### src/rtl/cpu_pkg.sv
`default_nettype none
// ============================================================================
// Module      : cpu_pkg
// Description : Shared constants for the 16-bit CPU control path. Includes
//               opcode bit positions, ALU function codes, mux selects and
//               sequencer state encodings.
// Revision    : 1.0 - initial release
// ============================================================================
package cpu_pkg;

    // Bit positions within the decoder's one-hot opcode bus
    localparam int OP_NOP  = 0;
    localparam int OP_LD   = 1;
    localparam int OP_LN   = 2;
    localparam int OP_CP   = 3;
    localparam int OP_ST   = 4;
    localparam int OP_SHL  = 5;
    localparam int OP_ADD  = 6;
    localparam int OP_SUB  = 7;
    localparam int OP_JZ   = 8;
    localparam int OP_JB   = 9;
    localparam int OP_JMP  = 10;
    localparam int OP_XOR  = 11;
    localparam int OP_OR   = 12;
    localparam int OP_AND  = 13;
    localparam int OP_SHR  = 14;
    localparam int OP_NOT  = 15;
    localparam int OP_PUSH = 16;
    localparam int OP_POP  = 17;

    // ALU function codes
    localparam logic [3:0] ALU_PASS = 4'd0;
    localparam logic [3:0] ALU_ADD  = 4'd1;
    localparam logic [3:0] ALU_SUB  = 4'd2;
    localparam logic [3:0] ALU_SHL  = 4'd3;
    localparam logic [3:0] ALU_SHR  = 4'd4;
    localparam logic [3:0] ALU_AND  = 4'd5;
    localparam logic [3:0] ALU_OR   = 4'd6;
    localparam logic [3:0] ALU_XOR  = 4'd7;
    localparam logic [3:0] ALU_NOT  = 4'd8;

    // Address mux selects
    localparam logic [1:0] ADDR_PC  = 2'd0;
    localparam logic [1:0] ADDR_IMM = 2'd1;
    localparam logic [1:0] ADDR_SP  = 2'd2;

    // Accumulator source selects
    localparam logic [1:0] ACCSRC_ALU = 2'd0;
    localparam logic [1:0] ACCSRC_MEM = 2'd1;
    localparam logic [1:0] ACCSRC_BUS = 2'd2;

    // Sequencer states
    localparam logic [2:0] ST_IDLE   = 3'd0;
    localparam logic [2:0] ST_FETCH  = 3'd1;
    localparam logic [2:0] ST_DECODE = 3'd2;
    localparam logic [2:0] ST_EXEC1  = 3'd3;
    localparam logic [2:0] ST_EXEC2  = 3'd4;

endpackage : cpu_pkg
`default_nettype wire

### src/rtl/ctrl_seq.sv
`default_nettype none
// ============================================================================
// Module      : ctrl_seq
// Description : Multi-cycle control sequencer. Walks IDLE/FETCH/DECODE/EXEC1/
//               EXEC2 and decodes every datapath strobe from the registered
//               state plus the decoder's one-hot opcode and the ALU flags.
// Revision    : 1.0 - initial release
// ============================================================================
module ctrl_seq
    import cpu_pkg::*;
#(
    parameter int NUM_OPS  = 18,
    parameter int ALU_OP_W = 4
) (
    input  logic                clk,
    input  logic                rst,
    input  logic                run,
    input  logic [NUM_OPS-1:0]  op,
    input  logic                zf,
    input  logic                cf,
    output logic                iir,
    output logic                eir,
    output logic                mem_rd,
    output logic                mem_wr,
    output logic [1:0]          addr_sel,
    output logic                pc_inc,
    output logic                pc_load,
    output logic                acc_ld,
    output logic [1:0]          acc_src,
    output logic                acc_oe,
    output logic                b_ld,
    output logic                flags_ld,
    output logic [ALU_OP_W-1:0] alu_op,
    output logic                sp_inc,
    output logic                sp_dec,
    output logic                retired,
    output logic                illegal
);

    logic [2:0] r_state;
    logic [2:0] w_next;
    logic       w_legal;
    logic       w_two_cycle;

    // True when exactly one bit of the vector is set
    function automatic logic f_onehot(input logic [NUM_OPS-1:0] v);
        return (v != '0) && ((v & (v - NUM_OPS'(1))) == '0);
    endfunction

    // A malformed opcode is executed as a single-cycle nop
    assign w_legal     = f_onehot(op);
    assign w_two_cycle = w_legal & (op[OP_LD]  | op[OP_ADD] | op[OP_SUB] |
                                    op[OP_XOR] | op[OP_OR]  | op[OP_AND] |
                                    op[OP_PUSH] | op[OP_POP]);

    // Next-state selection; run is only consulted in IDLE and at instruction end
    always_comb begin
        w_next = ST_IDLE;
        case (r_state)
            ST_IDLE:   w_next = run ? ST_FETCH : ST_IDLE;
            ST_FETCH:  w_next = ST_DECODE;
            ST_DECODE: w_next = ST_EXEC1;
            ST_EXEC1:  w_next = w_two_cycle ? ST_EXEC2 : (run ? ST_FETCH : ST_IDLE);
            ST_EXEC2:  w_next = run ? ST_FETCH : ST_IDLE;
            default:   w_next = ST_IDLE;
        endcase
    end

    // State register
    always_ff @(posedge clk) begin
        if (rst) begin
            r_state <= ST_IDLE;
        end else begin
            r_state <= w_next;
        end
    end

    // Strobe decode from state, opcode and flags
    always_comb begin
        iir      = 1'b0;
        eir      = 1'b0;
        mem_rd   = 1'b0;
        mem_wr   = 1'b0;
        addr_sel = ADDR_PC;
        pc_inc   = 1'b0;
        pc_load  = 1'b0;
        acc_ld   = 1'b0;
        acc_src  = ACCSRC_ALU;
        acc_oe   = 1'b0;
        b_ld     = 1'b0;
        flags_ld = 1'b0;
        alu_op   = ALU_OP_W'(ALU_PASS);
        sp_inc   = 1'b0;
        sp_dec   = 1'b0;
        retired  = 1'b0;
        illegal  = 1'b0;
        case (r_state)
            ST_FETCH: begin
                mem_rd   = 1'b1;
                addr_sel = ADDR_PC;
                pc_inc   = 1'b1;
            end
            ST_DECODE: begin
                iir = 1'b1;
            end
            ST_EXEC1: begin
                retired = ~w_two_cycle;
                if (!w_legal) begin
                    illegal = 1'b1;
                end else begin
                    if (op[OP_LN]) begin
                        eir     = 1'b1;
                        acc_ld  = 1'b1;
                        acc_src = ACCSRC_BUS;
                    end
                    if (op[OP_CP]) begin
                        b_ld = 1'b1;
                    end
                    if (op[OP_ST]) begin
                        addr_sel = ADDR_IMM;
                        mem_wr   = 1'b1;
                        acc_oe   = 1'b1;
                    end
                    if (op[OP_SHL] | op[OP_SHR] | op[OP_NOT]) begin
                        acc_ld   = 1'b1;
                        acc_src  = ACCSRC_ALU;
                        flags_ld = 1'b1;
                        alu_op   = op[OP_SHL] ? ALU_OP_W'(ALU_SHL) :
                                   op[OP_SHR] ? ALU_OP_W'(ALU_SHR) :
                                                ALU_OP_W'(ALU_NOT);
                    end
                    if (op[OP_JMP] | op[OP_JZ] | op[OP_JB]) begin
                        eir     = 1'b1;
                        pc_load = op[OP_JMP] | (op[OP_JZ] & zf) | (op[OP_JB] & cf);
                    end
                    if (op[OP_LD] | op[OP_ADD] | op[OP_SUB] |
                        op[OP_XOR] | op[OP_OR] | op[OP_AND]) begin
                        addr_sel = ADDR_IMM;
                        mem_rd   = 1'b1;
                    end
                    if (op[OP_PUSH]) begin
                        sp_dec = 1'b1;
                    end
                    if (op[OP_POP]) begin
                        addr_sel = ADDR_SP;
                        mem_rd   = 1'b1;
                    end
                end
            end
            ST_EXEC2: begin
                retired = 1'b1;
                if (op[OP_LD]) begin
                    acc_ld  = 1'b1;
                    acc_src = ACCSRC_MEM;
                end
                if (op[OP_ADD] | op[OP_SUB] | op[OP_XOR] | op[OP_OR] | op[OP_AND]) begin
                    acc_ld   = 1'b1;
                    acc_src  = ACCSRC_ALU;
                    flags_ld = 1'b1;
                    alu_op   = op[OP_ADD] ? ALU_OP_W'(ALU_ADD) :
                               op[OP_SUB] ? ALU_OP_W'(ALU_SUB) :
                               op[OP_XOR] ? ALU_OP_W'(ALU_XOR) :
                               op[OP_OR]  ? ALU_OP_W'(ALU_OR)  :
                                            ALU_OP_W'(ALU_AND);
                end
                if (op[OP_PUSH]) begin
                    addr_sel = ADDR_SP;
                    mem_wr   = 1'b1;
                    acc_oe   = 1'b1;
                end
                if (op[OP_POP]) begin
                    acc_ld  = 1'b1;
                    acc_src = ACCSRC_MEM;
                    sp_inc  = 1'b1;
                end
            end
            default: begin
            end
        endcase
    end

endmodule : ctrl_seq
`default_nettype wire

### config.mk
export PLATFORM = sky130hd
export DESIGN_NAME = ctrl_seq
export DESIGN_NICKNAME = d
export VERILOG_FILES = /design/src/rtl/cpu_pkg.sv /design/src/rtl/ctrl_seq.sv
export SDC_FILE = /design/constraint.sdc
export NUM_CORES = 1
export LEC_CHECK = 0
export CORE_MARGIN = 5
export CORE_UTILIZATION = 38
export CTS_CLUSTER_SIZE = 16
export DETAILED_ROUTE_END_ITERATION = 12
export MAX_ROUTING_LAYER = met4
export PLACE_DENSITY = 0.81
export SETUP_SLACK_MARGIN = 0.05
export SLEW_MARGIN = 0
export SYNTH_ARGS = -nofsm -noshare
export SYNTH_HDL_FRONTEND = slang
export SYNTH_SLANG_ARGS = --single-unit
### constraint.sdc
create_clock -name clk -period 2.6 [get_ports clk]
set_clock_uncertainty 0.15 [all_clocks]
set_input_delay 0.26 -clock clk [delete_from_list [all_inputs] [get_ports clk]]
set_output_delay 0.26 -clock clk [all_outputs]
set_load 0.02 [all_outputs]
Word level (Yosys, flattened, before mapping):

Index checks and enable logic that the tools add are counted.

* register bits after elaboration: 3
* bits of input ports: 23
* output and inout port bits: 22
* word-level logic and storage cells: 96

* add/subtract/negate cells: 1
* equal/unequal tests: 4
* mux-type cells: 63
* bitwise logic cells: 22
* reduce and logical (&&, ||, !) cells: 5

Operators by type and width (count)
* 2-to-1 mux 1 bit: 35
* 2-to-1 mux 2 bit: 11
* AND 18 bit: 1
* zero test 18 bit: 1
* nonzero test 18 bit: 1
* subtractor 18 x 1 -> 18 bit (second input constant): 1
* OR 1 bit: 17
* 2-to-1 mux 4 bit: 4
* 2-to-1 mux 3 bit: 4
* one-hot mux 3 bit (4 select lines): 1
* one-hot mux 1 bit (2 select lines): 5
* one-hot mux 2 bit (2 select lines): 2
* one-hot mux 4 bit (2 select lines): 1
* == test 3 x 2 -> 1 bit (second input constant): 2
* AND 1 bit: 3
* == test 3 x 1 -> 1 bit (second input constant): 1
* == test 3 bit (second input constant): 1
* zero test 3 bit: 1
* OR reduction 2 bit: 1
* logical AND 1 bit: 1
* NOT 1 bit: 1

Longest topological paths before layout:

* depth after elaboration: 10
* depth in mapped cells: 8
* gate-level depth less buffers: 5

Least setup slack after synthesis:

No wires, ideal clock.

* kind: input-to-output
* start: in op[0]
* end: out mem_wr
* data arrival time: 2.235 ns
* path slack: -0.045 ns
* stages on the path: 7
* path buffers: 2
* cells stage by stage: nor4_4 > o2111ai_1 > nor3_1 > nand4_1 > buf_2 > o21ai_0 > buf_4

* cells in the longest elaborated chain, start to end: 6
* elaborated cells between the ends (all ways): 7
* classes of those cells: add/sub (1); mux (2); bitwise (1); reduce/logical (3)

RTL lines
* start, declared: RTL line ctrl_seq.sv:18 `input logic [NUM_OPS-1:0] op,`
* subtractor 18 x 1 -> 18 bit: RTL line ctrl_seq.sv:47 `return (v != '0) && ((v & (v - NUM_OPS'(1))) == '0);`
* AND 18 bit: RTL line ctrl_seq.sv:47
* zero test 18 bit: RTL line ctrl_seq.sv:47
* logical AND 1 bit (*): RTL line ctrl_seq.sv:47
* 2-to-1 mux 1 bit (*)
* one-hot mux 1 bit (2 select lines) (*)
* end, declared: RTL line ctrl_seq.sv:24 `output logic mem_wr,`

Every way passes the cells marked *; elsewhere a longest branch is shown, timed or not.

Final worst setup path:

* start: in op[14]
* end: out pc_load

* cells in the longest elaborated chain, start to end: 6
* elaborated cells between the ends (all ways): 7
* classes of those cells: add/sub (1); mux (2); bitwise (1); reduce/logical (3)

RTL lines
* subtractor 18 x 1 -> 18 bit: RTL line ctrl_seq.sv:47
* AND 18 bit: RTL line ctrl_seq.sv:47
* zero test 18 bit: RTL line ctrl_seq.sv:47
* logical AND 1 bit (*): RTL line ctrl_seq.sv:47
* 2-to-1 mux 1 bit (*): RTL line ctrl_seq.sv:108 `if (!w_legal) begin`
* 2-to-1 mux 1 bit (*): RTL line ctrl_seq.sv:97 `case (r_state)`
* end, declared: RTL line ctrl_seq.sv:27 `output logic pc_load,`

Marks and branches as above.

==> impl_metrics.ini <==
[sta]
slew_viol_final = 0
worstMarginPinSlew_ns = 0.650
fin_crit_ns = 2.49
fin_crit_sh_pct = 95.8
slew_headroom_pct = 56.3
hold_ws_ns = 0.425
fmax_mhz = 401
setup_viol = 0
setup_ws_ns = 0.109
rsz0062_at_grt = no
hold_violations = 0

[hold_path]
min_path_type = flip-flop to flip-flop

[logic_synthesis]
synth_fp_nets = 142
yosysTopAreaCell = dfxtp_1
synth_common_cells = nor2_1 (14), o21ai_0 (11), nand2_1 (8)
synth.most_common_cell = nor2_1
ys.flop_type = dfxtp_1
synth_top_area_share_pct = 7.83
synth_area_leaders = dfxtp_1 (7.8%), o21ai_0 (7.2%), nor2_1 (6.9%)
synthArstFlopShare_pct = 0
yosysSeqAreaShare_pct = 7.83
synth_cells = 119
ys_types = 45
synth-seq-cells = 3
synth_edf_count = 0
syn-cell-area_um2 = 767
yosysWarnings = 0
syn_avg_cell_area_um2 = 6.45

[critical_path]
crit_fanout = 8
crit_end = pc_load
r2r_cells = 3
crit_path_end_kind = output pin
cp.arrival_ns = 2.08
rr_endpoint = r_state[2]$_SDFF_PP0_
slowest_delay_ns = 0.52
cp.required_ns = 2.19
ff2ff_setup_slack_ns = 1.19
worstPathCellList = dlygate4sd2_1 > or4_4 > o21ai_2 > nand4_1 > buf_6 > nor4_4 > buf_4
worstReg2RegStart = r_state[2]$_SDFF_PP0_
cp-startpoint = op[14]
critPathLaunchType = input pin
slowest_stage = or4_4
worstSetupPathType = input pin to output pin

[layout]
sequential_cell_area_um2 = 60.1
top_register = r_state
largestRegisters = r_state x3
drive_above_1_share_pct = 47.0
area_delta_synth_final_pct = 108
fin_nets = 226
largest_reg_flops = 3
diodes = 0
multi_input_area_um2 = 822
fillers = 139

[routing]
routed_via_density = 6.05
first_iter_violations = 42
drt_first_pass_iters = 4
route.detailed.drc = 0
avgRoutedWirePerCell_um = 18.0
routed_wl_um = 4110
vias = 1386
ant_nets = 0

[cts]
cts_made_buffers = 3
clock_sinks = 3
ctsRootBufferMaster = clkbuf_4
htree_levels = 1
clk_path_buf_depth = 2
tritoncts = built
clkTransAtPathRegs_ns = 0.04
ctsHoldBuffers = 0
clock_latency_ns = 0.24

[global_routing]
grt.total_usage_pct = 29.5
globalRouteOverflowTotal = 0
antenna_found_initial = 0
grt_start_max_net_pins = 9
grt_pass1_vias = 1398
grt_pass1_wl_um = 6190

[power]
clkPwrFrac_pct = 22.4
swShare_pct = 43.0
ir_worst_vdd_v = 0.000260
p_leak_nw = 0.697
comb_power_share_pct = 62.2
power_density_nw_per_um2 = 249
p_sw_w = 0.000171
intPower_w = 0.000227
pwr-share-seq_pct = 15.4

[die]
ios = 45
coreArea_um2 = 1940
row_count = 16
die-area_um2 = 3020
dieHeight_um = 54.9
floorplan.initialDensity_pct = 39.5
die_width_um = 54.9

[placement]
gp_congestion = 1.07
portBuffers = 44
post-place-ws_ns = -0.744
dpl.hpwl_um = 2780

[run_status]
outcome = completed

[flow_run]
maxCapViolCount = 0
## worst max-delay path: cells and delay by family
family / cells / cell delay [ns]
buffers and inverters: 3 / 0.66
AO/OA/AOI/OAI: 1 / 0.18
AND/OR/NAND/NOR: 3 / 0.98
## power by group through the flow
stage	clock (W)	sequential, W	combinational [W]
floorplan	0	0.0000622	0.0000969
global placement	0	0.0000608	0.000226
detailed placement	0	0.0000612	0.000233
CTS	0.0000921	0.0000606	0.000232
global route	0.0000947	0.0000618	0.000265
finish	0.0000891	0.0000611	0.000247
## cells by family (layout without fill, tap and decap cells)
kind of cell / after synthesis / in the layout / synth area share [%]
xor gates and xnor gates: 1 / 1 / 1.14
AOI/OAI and AO/OA: 34 / 34 / 29.5
and+or+nand+nor: 74 / 74 / 56.8
buffers and inverters: 7 / 90 / 4.73
DFF: 3 / 3 / 7.83
## timing repair
action	in CTS	in global routing
endpoints found under the setup margin	19	18
gates resized for setup	119	46
cloned	1	0
setup buffers	2	0
pin swaps	10	14
## worst min-delay path by stage
| stage | startpoint | endpoint | slack (ns) | depth (start not counted) |
|---|---|---|---|---|
| global placement | r_state[2]$_SDFF_PP0_ | r_state[1]$_SDFF_PP0_ | 0.38 | 1 |
| detailed placement | r_state[2]$_SDFF_PP0_ | r_state[1]$_SDFF_PP0_ | 0.40 | 1 |
| CTS | r_state[2]$_SDFF_PP0_ | r_state[1]$_SDFF_PP0_ | 0.40 | 1 |
| finish | r_state[2]$_SDFF_PP0_ | r_state[1]$_SDFF_PP0_ | 0.43 | 1 |
| global route | r_state[2]$_SDFF_PP0_ | r_state[1]$_SDFF_PP0_ | 0.46 | 1 |
| floorplan | rst | r_state[1]$_SDFF_PP0_ | 0.19 | 1 |
## stage by stage
stage	utilization, %	cell area [µm²]	power [W]	TNS, ns	instances
after global routing	82.3	1600	0.000422	0	229
final	82.3	1600	0.000398	0	229
after detailed placement	76.7	1490	0.000294	-10.58	222
after CTS	79.8	1550	0.000385	0	229
after floorplan	-	767	0.000159	0	119
after global placement	76.7	1490	0.000286	-9.96	222
## cell type report
type                    instances  area share, %
multi-input cells             109           51.4
well taps                      27           2.11
repair buffers                 84           40.6
clock buffers                   4           1.64
inverters                       2          0.469
flip-flops and latches          3           3.76
## cell usage in the layout, fill, tap and decap left out, types with 2 or more instances in the layout
master	instances
clkbuf_2	9
a21oi_1	5
o21ai_2	2
nor2_1	13
clkdlybuf4s50_1	7
nand4_1	7
and4_1	3
o21ai_1	2
nand3_1	6
o21ai_0	7
clkbuf_4	3
nor3_2	3
nor4_4	5
nand2b_1	3
nand2_1	8
o21bai_1	2
and2_1	2
nor4_1	2
nor3_1	4
dlymetal6s2s_1	4
buf_2	12
nor2b_1	3
inv_1	2
buf_4	40
dlygate4sd2_1	4
or4_4	2
or3_1	4
buf_6	6
dfxtp_1	3
## routing by layer
metal	routed length, µm	track usage [%]
met4	151	19.0
met5	0	-
met3	282	5.36
met2	2220	54.9
met1	1460	27.5
Note: power is estimated with default switching activity, not from simulation.
